[config.mk]
export PLATFORM = sky130hd
export DESIGN_NAME = mem_port_arb
export DESIGN_NICKNAME = d
export VERILOG_FILES = /design/src/rtl/mem_port_arb_pkg.sv /design/src/rtl/mem_port_arb_wait_cnt.sv /design/src/rtl/mem_port_arb.sv
export SDC_FILE = /design/constraint.sdc
export NUM_CORES = 1
export LEC_CHECK = 0
export ABC_AREA = 1
export CORE_AREA = 2 2 124 126
export DETAILED_ROUTE_END_ITERATION = 6
export DIE_AREA = 0 0 126 128
export HOLD_SLACK_MARGIN = 0.08
export MAX_ROUTING_LAYER = met4
export PLACE_DENSITY_LB_ADDON = 0.1
export RECOVER_POWER = 50
export SLEW_MARGIN = 20
export SYNTH_ARGS = -nofsm -noshare
export SYNTH_HDL_FRONTEND = slang
export SYNTH_SLANG_ARGS = --single-unit
[constraint.sdc]
create_clock -name clk -period 2.8 [get_ports clk]
set_clock_uncertainty 0.1 [all_clocks]
set_input_delay 0.7 -clock clk [delete_from_list [all_inputs] [get_ports clk]]
set_output_delay 0.7 -clock clk [all_outputs]
set_load 0.005 [all_outputs]
[src/rtl/mem_port_arb_pkg.sv]
// Shared definitions for the RAM data-port arbiter: default wait bound,
// read-owner tag encodings and grant selector.
package mem_port_arb_pkg;

   localparam int MAX_WAIT_DEF = 8;
   localparam int SCNT_W_DEF   = 16;
   localparam int WAIT_W       = 8;

   localparam logic [3:0] WREN_NONE = 4'b0000;
   localparam logic [3:0] WREN_WORD = 4'b1111;

   // Owner of the read issued in the previous cycle; steers host_rvalid.
   typedef enum logic [1:0] {
      RD_NONE = 2'd0,
      RD_CPU  = 2'd1,
      RD_HOST = 2'd2
   } rd_owner_e;

   typedef enum logic [1:0] {
      GNT_IDLE = 2'd0,
      GNT_CPU  = 2'd1,
      GNT_HOST = 2'd2
   } gnt_sel_e;

   function automatic logic [31:0] word_align(input logic [31:0] addr);
      return {addr[31:2], 2'b00};
   endfunction

endpackage

[src/rtl/mem_port_arb_wait_cnt.sv]
// Saturating host-wait counter; force_o flags that the host has waited
// MAX_WAIT cycles and must take the next slot.
module arb_wait_cnt
   import mem_port_arb_pkg::*;
#(
   parameter int MAX_WAIT = MAX_WAIT_DEF
) (
   input  logic clk,
   input  logic rst,
   input  logic clr_i,
   input  logic inc_i,
   output logic force_o
);

   localparam logic [WAIT_W-1:0] MAX_WAIT_W = WAIT_W'(MAX_WAIT);

   logic [WAIT_W-1:0] cnt_q;
   logic [WAIT_W-1:0] cnt_d;

   always_comb begin
      cnt_d = cnt_q;
      if (clr_i) begin
         cnt_d = '0;
      end else if (inc_i && (cnt_q != MAX_WAIT_W)) begin
         cnt_d = cnt_q + 1'b1;
      end
   end

   always_ff @(posedge clk or negedge rst) begin
      if (!rst) begin
         cnt_q <= '0;
      end else begin
         cnt_q <= cnt_d;
      end
   end

   assign force_o = (cnt_q == MAX_WAIT_W);

endmodule

[src/rtl/mem_port_arb.sv]
// CPU/host arbiter for the shared RAM data port with a bounded host wait.
// Optional MEM_ARB_HALT_EN adds host_halt, giving the host the port outright.
module mem_port_arb
   import mem_port_arb_pkg::*;
#(
   parameter int MAX_WAIT = MAX_WAIT_DEF,
   parameter int SCNT_W   = SCNT_W_DEF
) (
   input  logic              clk,
   input  logic              rst,
   input  logic              cpu_req,
   input  logic [3:0]        cpu_wr_en,
   input  logic [31:0]       cpu_addr,
   input  logic [31:0]       cpu_wdata,
   output logic [31:0]       cpu_rdata,
   output logic              cpu_stall,
   input  logic              host_req,
   input  logic              host_we,
   input  logic [31:0]       host_addr,
   input  logic [31:0]       host_wdata,
   output logic              host_gnt,
   output logic              host_rvalid,
   output logic [31:0]       host_rdata,
`ifdef MEM_ARB_HALT_EN
   input  logic              host_halt,
`endif
   output logic [31:0]       mem_addr,
   output logic [3:0]        mem_wren,
   output logic [31:0]       mem_din,
   input  logic [31:0]       mem_dout,
   output logic [SCNT_W-1:0] stall_cnt
);

   logic              halt;
   logic              wait_force;
   logic              host_force;
   logic              wait_clr;
   gnt_sel_e          sel;
   rd_owner_e         rd_owner_q;
   rd_owner_e         rd_owner_d;
   logic [SCNT_W-1:0] stall_cnt_q;
   logic [SCNT_W-1:0] stall_cnt_d;

`ifdef MEM_ARB_HALT_EN
   assign halt = host_halt;
`else
   assign halt = 1'b0;
`endif

   assign host_force = host_req && wait_force;
   // Halt also pins the wait counter so release resumes with a fresh bound.
   assign wait_clr   = host_gnt || !host_req || halt;

   arb_wait_cnt #(
      .MAX_WAIT (MAX_WAIT)
   ) u_wait_cnt (
      .clk     (clk),
      .rst     (rst),
      .clr_i   (wait_clr),
      .inc_i   (1'b1),
      .force_o (wait_force)
   );

   always_comb begin
      sel        = GNT_IDLE;
      cpu_stall  = 1'b0;
      host_gnt   = 1'b0;
      mem_addr   = '0;
      mem_wren   = WREN_NONE;
      mem_din    = '0;
      rd_owner_d = RD_NONE;
      if (rst) begin
         if (halt) begin
            sel = host_req ? GNT_HOST : GNT_IDLE;
         end else if (host_force) begin
            sel = GNT_HOST;
         end else if (cpu_req) begin
            sel = GNT_CPU;
         end else if (host_req) begin
            sel = GNT_HOST;
         end
         cpu_stall = cpu_req && (halt || host_force);
         case (sel)
            GNT_CPU: begin
               mem_addr   = cpu_addr;
               mem_wren   = cpu_wr_en;
               mem_din    = cpu_wdata;
               rd_owner_d = (cpu_wr_en == WREN_NONE) ? RD_CPU : RD_NONE;
            end
            GNT_HOST: begin
               host_gnt   = 1'b1;
               mem_addr   = word_align(host_addr);
               mem_wren   = host_we ? WREN_WORD : WREN_NONE;
               mem_din    = host_wdata;
               rd_owner_d = host_we ? RD_NONE : RD_HOST;
            end
            default: begin
               mem_wren = WREN_NONE;
            end
         endcase
      end
   end

   always_comb begin
      stall_cnt_d = stall_cnt_q;
      if (cpu_stall && (stall_cnt_q != {SCNT_W{1'b1}})) begin
         stall_cnt_d = stall_cnt_q + 1'b1;
      end
   end

   always_ff @(posedge clk or negedge rst) begin
      if (!rst) begin
         rd_owner_q  <= RD_NONE;
         stall_cnt_q <= '0;
      end else begin
         rd_owner_q  <= rd_owner_d;
         stall_cnt_q <= stall_cnt_d;
      end
   end

   // The RAM output is registered, so both requesters see it directly.
   assign host_rvalid = (rd_owner_q == RD_HOST);
   assign host_rdata  = mem_dout;
   assign cpu_rdata   = mem_dout;
   assign stall_cnt   = stall_cnt_q;

endmodule

* Yosys cells after proc, flatten, opt, wreduce, memory -nomap -nowiden
Index checks and enable logic that the tools add are counted.
** Operators by class
- Reduce and logical (&&, ||, !) cells :: 7
- Add/subtract/negate cells :: 2
- Muxes and demuxes :: 20
- Equality and inequality tests :: 6
** Operators with widths (number)
- $pmux W32 S2 :: 2
- $mux W32 :: 2
- $add A16 B1 Y16 const B :: 1
- $mux W8 :: 2
- $ne A16 B16 Y1 const B :: 1
- $mux W2 :: 6
- $add A8 B1 Y8 const B :: 1
- $eq A8 B4 Y1 const B :: 1
- $mux W4 :: 2
- $ne A8 B4 Y1 const B :: 1
- $pmux W4 S2 :: 1
- $eq A2 B2 Y1 const B :: 2
- $logic_not A4 Y1 :: 1
- $mux W1 :: 4
- $pmux W2 S2 :: 1
- $logic_and A1 B1 Y1 :: 3
- $eq A2 B1 Y1 const B :: 1
- $reduce_bool A2 Y1 :: 1
- $logic_not A1 Y1 :: 1
- $logic_or A1 B1 Y1 :: 1
** Word-level totals
- Input bits :: 169
- Output and inout bits :: 151
- Bits in registers :: 26

* Logic depth before layout (Yosys ltp)
Gate-level depths: netlist of run 1.
- Depth in word-level cells :: 9
- Depth in mapped cells :: 17
- Depth with buffers taken out :: 16

* Cells and area by module
From an unflattened synthesis of run 1, not the netlist that was laid out.
** Unflattened totals
- Cells, all modules :: 539
- Area total of the unflattened synthesis :: 3263.1 µm²
** Modules (own cells, without submodules)
- mem_port_arb :: area an instance 2757.6 µm², cells each 470, instances 1
- arb_wait_cnt :: area an instance 505.5 µm², cells each 69, instances 1

* Worst setup path before layout of run 1
Ideal clock, no wire load.
- Path type :: flip-flop to output port
- From :: register u_wait_cnt.cnt_q[0]
- To :: output port mem_addr[10]
- Cell stages (with the launch flop) :: 12
- Data required time :: 2000 ps
- Arrival time :: 1988 ps
- Setup slack :: 12 ps
- Buffers on the path :: 2
- Cell sequence :: dfrtp_1 -> inv_1 -> ha_1 -> nand3_2 -> nor2_4 -> nand2_1 -> o21ai_0 -> ha_1 -> clkbuf_1 -> clkbuf_1 -> nand2_1 -> a21oi_1
** On the way
- Longest elaborated chain between the ends :: 7
- Elaborated cells between the ends (all ways) :: 8
- Classes of those cells :: 3 x eq/ne; 4 x mux; 1 x reduce/logical
** RTL lines
- start, declared :: line mem_port_arb_wait_cnt.sv:17 : logic [WAIT_W-1:0] cnt_q;
- start signal, assigned :: line mem_port_arb_wait_cnt.sv:33 : cnt_q <= cnt_d;
- $eq A8 B4 Y1 (*) :: line mem_port_arb_wait_cnt.sv:37 : assign force_o = (cnt_q == MAX_WAIT_W);
- $logic_and A1 B1 Y1 (*) :: line mem_port_arb.sv:50 : assign host_force = host_req && wait_force;
- $mux W2 (*) :: line mem_port_arb.sv:75 : end else if (host_force) begin
- $mux W2 (*) :: line mem_port_arb.sv:72 : if (rst) begin
- $eq A2 B2 Y1 / $eq A2 B1 Y1 (equally long branches) :: line mem_port_arb.sv:83 : case (sel)
- $pmux W32 S2 (*) :: line mem_port_arb.sv:83
- $mux W32 (*) :: line mem_port_arb.sv:72
- end, declared :: line mem_port_arb.sv:27 : output logic [31:0] mem_addr,
Every way passes the cells marked *; elsewhere a longest branch is shown, timed or not. The select of a mux whose other input is x is not followed.

* Worst setup path after layout of run 1
- From :: input port host_req
- To :: output port mem_addr[8]
** On the way
- Longest elaborated chain between the ends :: 7
- Elaborated cells between the ends (all ways) :: 9
- Classes of those cells :: 2 x eq/ne; 6 x mux; 1 x reduce/logical
** RTL lines
- start, declared :: line mem_port_arb.sv:17 : input logic host_req,
- $mux W2 :: line mem_port_arb.sv:79 : end else if (host_req) begin
- $mux W2 :: line mem_port_arb.sv:77 : end else if (cpu_req) begin
- $mux W2 (*) :: line mem_port_arb.sv:75
- $mux W2 (*) :: line mem_port_arb.sv:72
- $eq A2 B2 Y1 / $eq A2 B1 Y1 (equally long branches) :: line mem_port_arb.sv:83
- $pmux W32 S2 (*) :: line mem_port_arb.sv:83
- $mux W32 (*) :: line mem_port_arb.sv:72
Marked as above.

==> qor.txt, run 1 <==
1st-iter DRT viols - 125
Gate Count Post-Synth - 514
starting density of the core - 20.9%
Placeable Area - 14900 sq um
Finished Cell Area - 6420 sq um
Reg power frac - 24.8%
Clock Sink Count - 26
crit path max fanout - 5
max-cap violation count - 0
mean post-synth cell area - 6.03 sq um
Final min period - 3010 ps
vias in the first global route - 4122
htree depth - 1
sequential share of the synthesized area - 21.0%
number of antenna violations at the first check in global routing - 4
Worst EP required - 2000 ps
outcome - finished with violations
final worst slack - -213 ps
Routed Antenna Nets - 0
Sw Ratio - 31.5%
Die Area - 16100 sq um
DRC - 0
clk slew on worst S/H paths - 70 ps
first-pass GRT wire length - 23600 um
# setup viols final - 68
placed insts - 875
P_int - 0.00112 W
syn nets - 688
period utilisation layout - 108%
cts bufs inserted - 3
TritonRoute pass-1 iters - 4
failing checks - negative setup slack
Worst Tran Pin Value - 366 ps
final estimated routing congestion in global placement - 0.812
number of I/O port buffers - 221
GRT Util Overall - 19.4%
top_reg_cell synth - dfrtp_1
Via density - 4.38
Slew headroom - 75.5%
synth-to-layout area growth - 107%
synthesized area - 3100 sq um
crit start category - input pin
crit path kind - input pin to output pin
unrepaired setup endpoints after global routing - yes
share of flip-flops with an asynchronous set or reset - 100%
worst-case clock buffer depth - 2
Detailed Place HPWL - 12000 um
Clock Power Share - 26.5%
Pleak - 2.93 nW
later-pin clock latency in the skew report - 270 ps
CP Capture Type - output pin
fmax - 332 MHz
average wire per standard cell - 17.7 um
Yosys warning total - 0
final WL - 16200 um
Synth Register Bits - 26
die width - 126 um
Post-synth EDFFs - 0
TritonCTS clock tree - done
Vias - 4017
leading cell types in the layout, fill and taps excluded - 148 x clkdlybuf4s50_1, 140 x nand2_1, 67 x buf_2
Layout Cells excl Fill - 917
GR Overflow Total - 0
number of core rows - 45
Logic pwr share - 48.7%
power per cell area - 254 nW/um^2
Max VDD drop - 201 uV
fillers - 1585
Hold Vio Cnt, Final - 0
min-delay worst type - register to register
P_sw - 0.000515 W
fin. max-slew vios - 0
Crit path arrival time - 2210 ps
pin count of the biggest net entering global routing - 33
most common cell after layout, fill and taps aside - clkdlybuf4s50_1
placed instance area - 5320 sq um
fin nets - 899
layout cell share with drive strength beyond 1 - 39.9%
io pins - 320
Die Span Y - 128 um
count of different cell masters after synthesis - 24
Root Buffer - clkbuf_16
cell type report:
cell class                      count  area (sq um)  share of cell area [%]
Timing Repair Buffer              292          2850                    44.3
Antenna cell                        5          12.5                   0.195
Sequential cell                    26           651                    10.1
Clock inverter                      1          30.0                   0.468
Clock buffer                        3          75.1                    1.17
Inverter                           37           149                    2.32
Tap cell                          188           235                    3.66
Multi-Input combinational cell    365          2420                    37.7
kinds of logic (layout without fill, tap and decap cells):
kind of cell	Yosys count	count (layout)	share of synthesized area (%)
flip-flops	26	26	21.0
AO/OA/AOI/OAI	88	88	15.3
adder cells (fa/ha/maj)	5	5	2.02
AND/OR/NAND/NOR	260	261	35.3
other	0	5	0
buffers and inverters	124	333	23.3
XOR/XNOR	11	11	3.11
cells in the mapped netlist (all sizes together), types with 5 or more instances:
master / number / area share (%)
nand2: 200 / 25
buf: 69 / 17
a21oi: 64 / 10
inv: 37 / 4.5
nor2: 34 / 5.4
dfrtp: 26 / 21
clkbuf: 18 / 2.2
nand3: 15 / 2.7
o21bai: 14 / 3.4
o21ai: 10 / 1.6
xor2: 10 / 2.8
nand4: 9 / 2.3
ha: 5 / 2.0
metal layers:
layer / part of all wire [%] / track usage (%) / vias to the layer above
met5: 0 / - / -
met4: 0.93 / 2.91 / 0
met3: 9.3 / 7.80 / 12
met2: 52 / 34.6 / 154
met1: 38 / 20.8 / 1861
li1: - / - / 1990
power by group through the flow:
stage	clock, W	sequential (W)	combinational [W]
2_1_floorplan	0	0.000411	0.000248
3_3_place_gp	0	0.000412	0.000565
3_5_place_dp	0	0.000413	0.000568
4_1_cts	0.000443	0.000406	0.000754
5_1_grt	0.000450	0.000408	0.000853
6_report	0.000433	0.000405	0.000796
through the flow:
| stage | TNS [ps] | setup slack [ps] | power [W] | utilization [%] | hold WS (ps) |
|---|---|---|---|---|---|
| 3_5_place_dp | -64810 | -1180 | 0.000981 | 35.8 | 447 |
| 5_1_grt | -16810 | -327 | 0.00171 | 43.2 | 489 |
| 4_1_cts | -10440 | -226 | 0.00160 | 40.8 | 461 |
| 2_1_floorplan | 0 | 11.8 | 0.000658 | - | 304 |
| 3_3_place_gp | -63500 | -1160 | 0.000978 | 35.8 | 436 |
| 6_report | -9240 | -213 | 0.00163 | 43.2 | 460 |
sequential cells by signal, indices dropped and copies added (netlist names):
register / cells
stall_cnt: 16
u_wait_cnt.cnt_q: 8
rd_owner_q: 2
path summary, 6_finish.rpt:
path,cells after the start,to,slack (ps),startpoint
max,12,mem_addr[8],-210,host_req
min,2,u_wait_cnt.cnt_q[6],460,u_wait_cnt.cnt_q[6]
max reg2reg,18,u_wait_cnt.cnt_q[0],490,u_wait_cnt.cnt_q[0]
min reg2reg,2,u_wait_cnt.cnt_q[6],460,u_wait_cnt.cnt_q[6]
max in group asynchronous,3,stall_cnt[11],1560,rst
min in group asynchronous,2,rd_owner_q[1],560,rst
worst max-delay path, stage by stage:
cell and delay, ps:
dlygate4sd2_1 260, nand2_2 90, inv_2 50, nor2_4 90
buf_4 120, ha_4 180, buf_6 150, buf_12 120
buf_8 120, nand2_2 50, a21oi_2 140, buf_2 140
repair_timing:
item                                    in CTS  in global routing
pin swaps                                   11                  8
endpoints found under the setup margin      70                 69
gates cloned                                11                  3
hold buffers                                 0                  0
endpoints found under the hold margin        0                  0
buffers inserted                            15                  5
resized for setup                          439                 72
(Power assumes the default switching activity.)
==> inputs of run 2 (changes only) <==
--- a/config.mk
+++ b/config.mk
@@ -9,6 +9,7 @@
 export CORE_AREA = 2 2 124 126
 export DETAILED_ROUTE_END_ITERATION = 6
 export DIE_AREA = 0 0 126 128
+export GPL_TIMING_DRIVEN = 0
 export HOLD_SLACK_MARGIN = 0.08
 export MAX_ROUTING_LAYER = met4
 export PLACE_DENSITY_LB_ADDON = 0.1
==> constraint.sdc (replaced) <==
create_clock -name clk -period 2.8 [get_ports clk]
set_clock_uncertainty 0.1 [all_clocks]
set_input_delay 0.56 -clock clk [delete_from_list [all_inputs] [get_ports clk]]
set_output_delay 0.56 -clock clk [all_outputs]
set_load 0.005 [all_outputs]
==> qor.txt, run 2 (synthesis gave the netlist of run 1 again) <==
Core Util, Final - 46.1% (+2.9 points)
Finished Cell Area - 6850 sq um (+6.6%)
Critical R2R Capture - u_wait_cnt.cnt_q[0]
TritonRoute pass-1 iters - 4 (unchanged)
Worst Tran Pin Value - 385 ps (+19.2 ps)
Routed Antenna Nets - 0 (unchanged)
Worst EP required - 2140 ps (+140 ps)
cts bufs inserted - 3 (unchanged)
crit start category - register
DRC - 0 (unchanged)
GRT Util Overall - 19.5% (+0.079 points)
number of core rows - 45 (unchanged)
final estimated routing congestion in global placement - 0.804 (-0.92%)
Die Area - 16100 sq um (unchanged)
Via density - 4.23 (-3.4%)
io pins - 320 (unchanged)
Max VDD drop - 208 uV (+3.5%)
htree depth - 1 (unchanged)
Die Span Y - 128 um (unchanged)
R2R setup slack - 630 ps (+140 ps)
vias in the first global route - 4287 (+4.0%)
crit path kind - register to output pin
first-pass GRT wire length - 23900 um (+1.4%)
Detailed Place HPWL - 13700 um (+14%)
Slew headroom - 74.4% (-1.2 points)
Crit path arrival time - 2350 ps (+140 ps)
fin nets - 1005 (+12%)
Root Buffer - clkbuf_16
Placeable Area - 14900 sq um (unchanged)
period utilisation layout - 108% (about the same)
max-cap violation count - 0 (unchanged)
unrepaired setup endpoints after global routing - yes
average wire per standard cell - 16.2 um (-8.4%)
number of I/O port buffers - 285 (+29%)
Worst R2R Path Depth - 16 (-2)
Pleak - 3.11 nW (+6.0%)
failing checks - negative setup slack
fmax - 332 MHz (about the same)
leading cell types in the layout, fill and taps excluded - 213 x clkdlybuf4s50_1, 194 x nand2_1, 83 x buf_4
Vias - 4323 (+7.6%)
final WL - 16500 um (+2.1%)
clk slew on worst S/H paths - 70 ps (about the same)
worst-case clock buffer depth - 2 (unchanged)
CP Capture Type - output pin
layout cell share with drive strength beyond 1 - 31.4% (-8.5 points)
1st-iter DRT viols - 134 (+7.2%)
Reg-to-Reg Start - u_wait_cnt.cnt_q[0]
placed instance area - 6200 sq um (+17%)
Clock Sink Count - 26 (unchanged)
outcome - finished with violations
most common cell after layout, fill and taps aside - clkdlybuf4s50_1
min-delay worst type - input pin to asynchronous set/reset pin
TritonCTS clock tree - done
fin. max-slew vios - 0 (unchanged)
crit path max fanout - 5 (unchanged)
Hold Vio Cnt, Final - 0 (unchanged)
GR Overflow Total - 0 (unchanged)
synth-to-layout area growth - 121%
die width - 126 um (unchanged)
Final min period - 3010 ps (-0.347 ps)
final worst slack - -213 ps (+0.347 ps)
max reg flops - 16 (unchanged)
number of antenna violations at the first check in global routing - 4 (unchanged)
power per cell area - 242 nW/um^2 (-5.0%)
# setup viols final - 66 (-2.9%)
starting density of the core - 20.9% (unchanged)
later-pin clock latency in the skew report - 260 ps (about the same)
pin count of the biggest net entering global routing - 28 (-15%)
[run 2: changes by cell type in the layout (fill, tap and decap cells not counted), moves of 5 or more]
cell	delta
nand2_2	-24
nand2_1	+54
clkbuf_8	+5
buf_4	+52
buf_12	-9
nand2_4	-29
clkdlybuf4s50_1	+65
clkbuf_2	+8
buf_2	-15
buf_16	-9
dlygate4sd2_1	+5
clkbuf_16	+5
[run 2: critical path, stage by stage (launching register included)]
cell        delay (ps)
dfrtp_1            390
inv_2               80
ha_4               140
nand3_4             70
nor2_4             150
nand2_2             90
inv_2               60
nor2_2              40
inv_2               50
ha_4               190
clkinvlp_4         140
nand2_8            100
buf_8              160
clkbuf_16          150
a21oi_4            120
buf_2              140
[run 2: cell type report]
type / instances / area [sq um]
antenna: 4 / 10.0
buffer: 86 / 776
clock buffer: 3 / 75.1
clock inverter: 1 / 30.0
fill: 1566 / 8020
inverter: 37 / 143
multi-input combinational: 365 / 2080
sequential: 26 / 651
tap: 188 / 235
timing repair buffer: 312 / 2850
[run 2: worst max path at each step]
| stage | cells past startpoint | slack [ps] | end | startpoint |
|---|---|---|---|---|
| 3_5_place_dp | 9 | -1460 | mem_addr[22] | host_req |
| 3_3_place_gp | 5 | -2020 | mem_addr[16] | rst |
| 6_report | 15 | -210 | mem_din[23] | u_wait_cnt.cnt_q[0] |
| 5_1_grt | 15 | -290 | mem_din[23] | u_wait_cnt.cnt_q[0] |
| 4_1_cts | 15 | -180 | mem_addr[2] | u_wait_cnt.cnt_q[1] |
| 2_1_floorplan | 11 | 150 | mem_addr[10] | u_wait_cnt.cnt_q[0] |
[run 2: what timing repair did]
| action | CTS | global route |
|---|---|---|
| pin swaps | 7 | 3 |
| resized for setup | 317 | 96 |
| gates cloned | 5 | 0 |
| hold buffers | 1 | 0 |
| buffers inserted | 15 | 6 |
| endpoints found under the setup margin | 72 | 68 |
| hold endpoints to repair | 5 | 0 |
[run 2: metal layers]
metal  track usage [%]  up-vias  routed length (um)
li1                  -     2193                   -
met1              21.5     1978                6450
met2              35.5      142                8690
met3              5.55       10                1220
met4              3.30        0                 180
met5                 -        -                   0
[run 2: metrics by stage]
stage	TNS (ps)	worst slack [ps]	std cells	hold slack [ps]	total power, W
global placement	-125070	-2020	987	383	0.00110
detailed placement	-85480	-1460	988	308	0.00111
floorplan	0	152	514	164	0.000658
CTS	-8480	-175	1012	169	0.00163
global route	-13160	-295	1022	174	0.00174
finish	-7370	-213	1022	157	0.00166
[run 2: report_power, final]
group          switching [W]  total, W  internal [W]
clock               0.000142  0.000426      0.000285
combinational       0.000320  0.000823      0.000503
sequential         0.0000170  0.000406      0.000389
total               0.000478   0.00166       0.00118
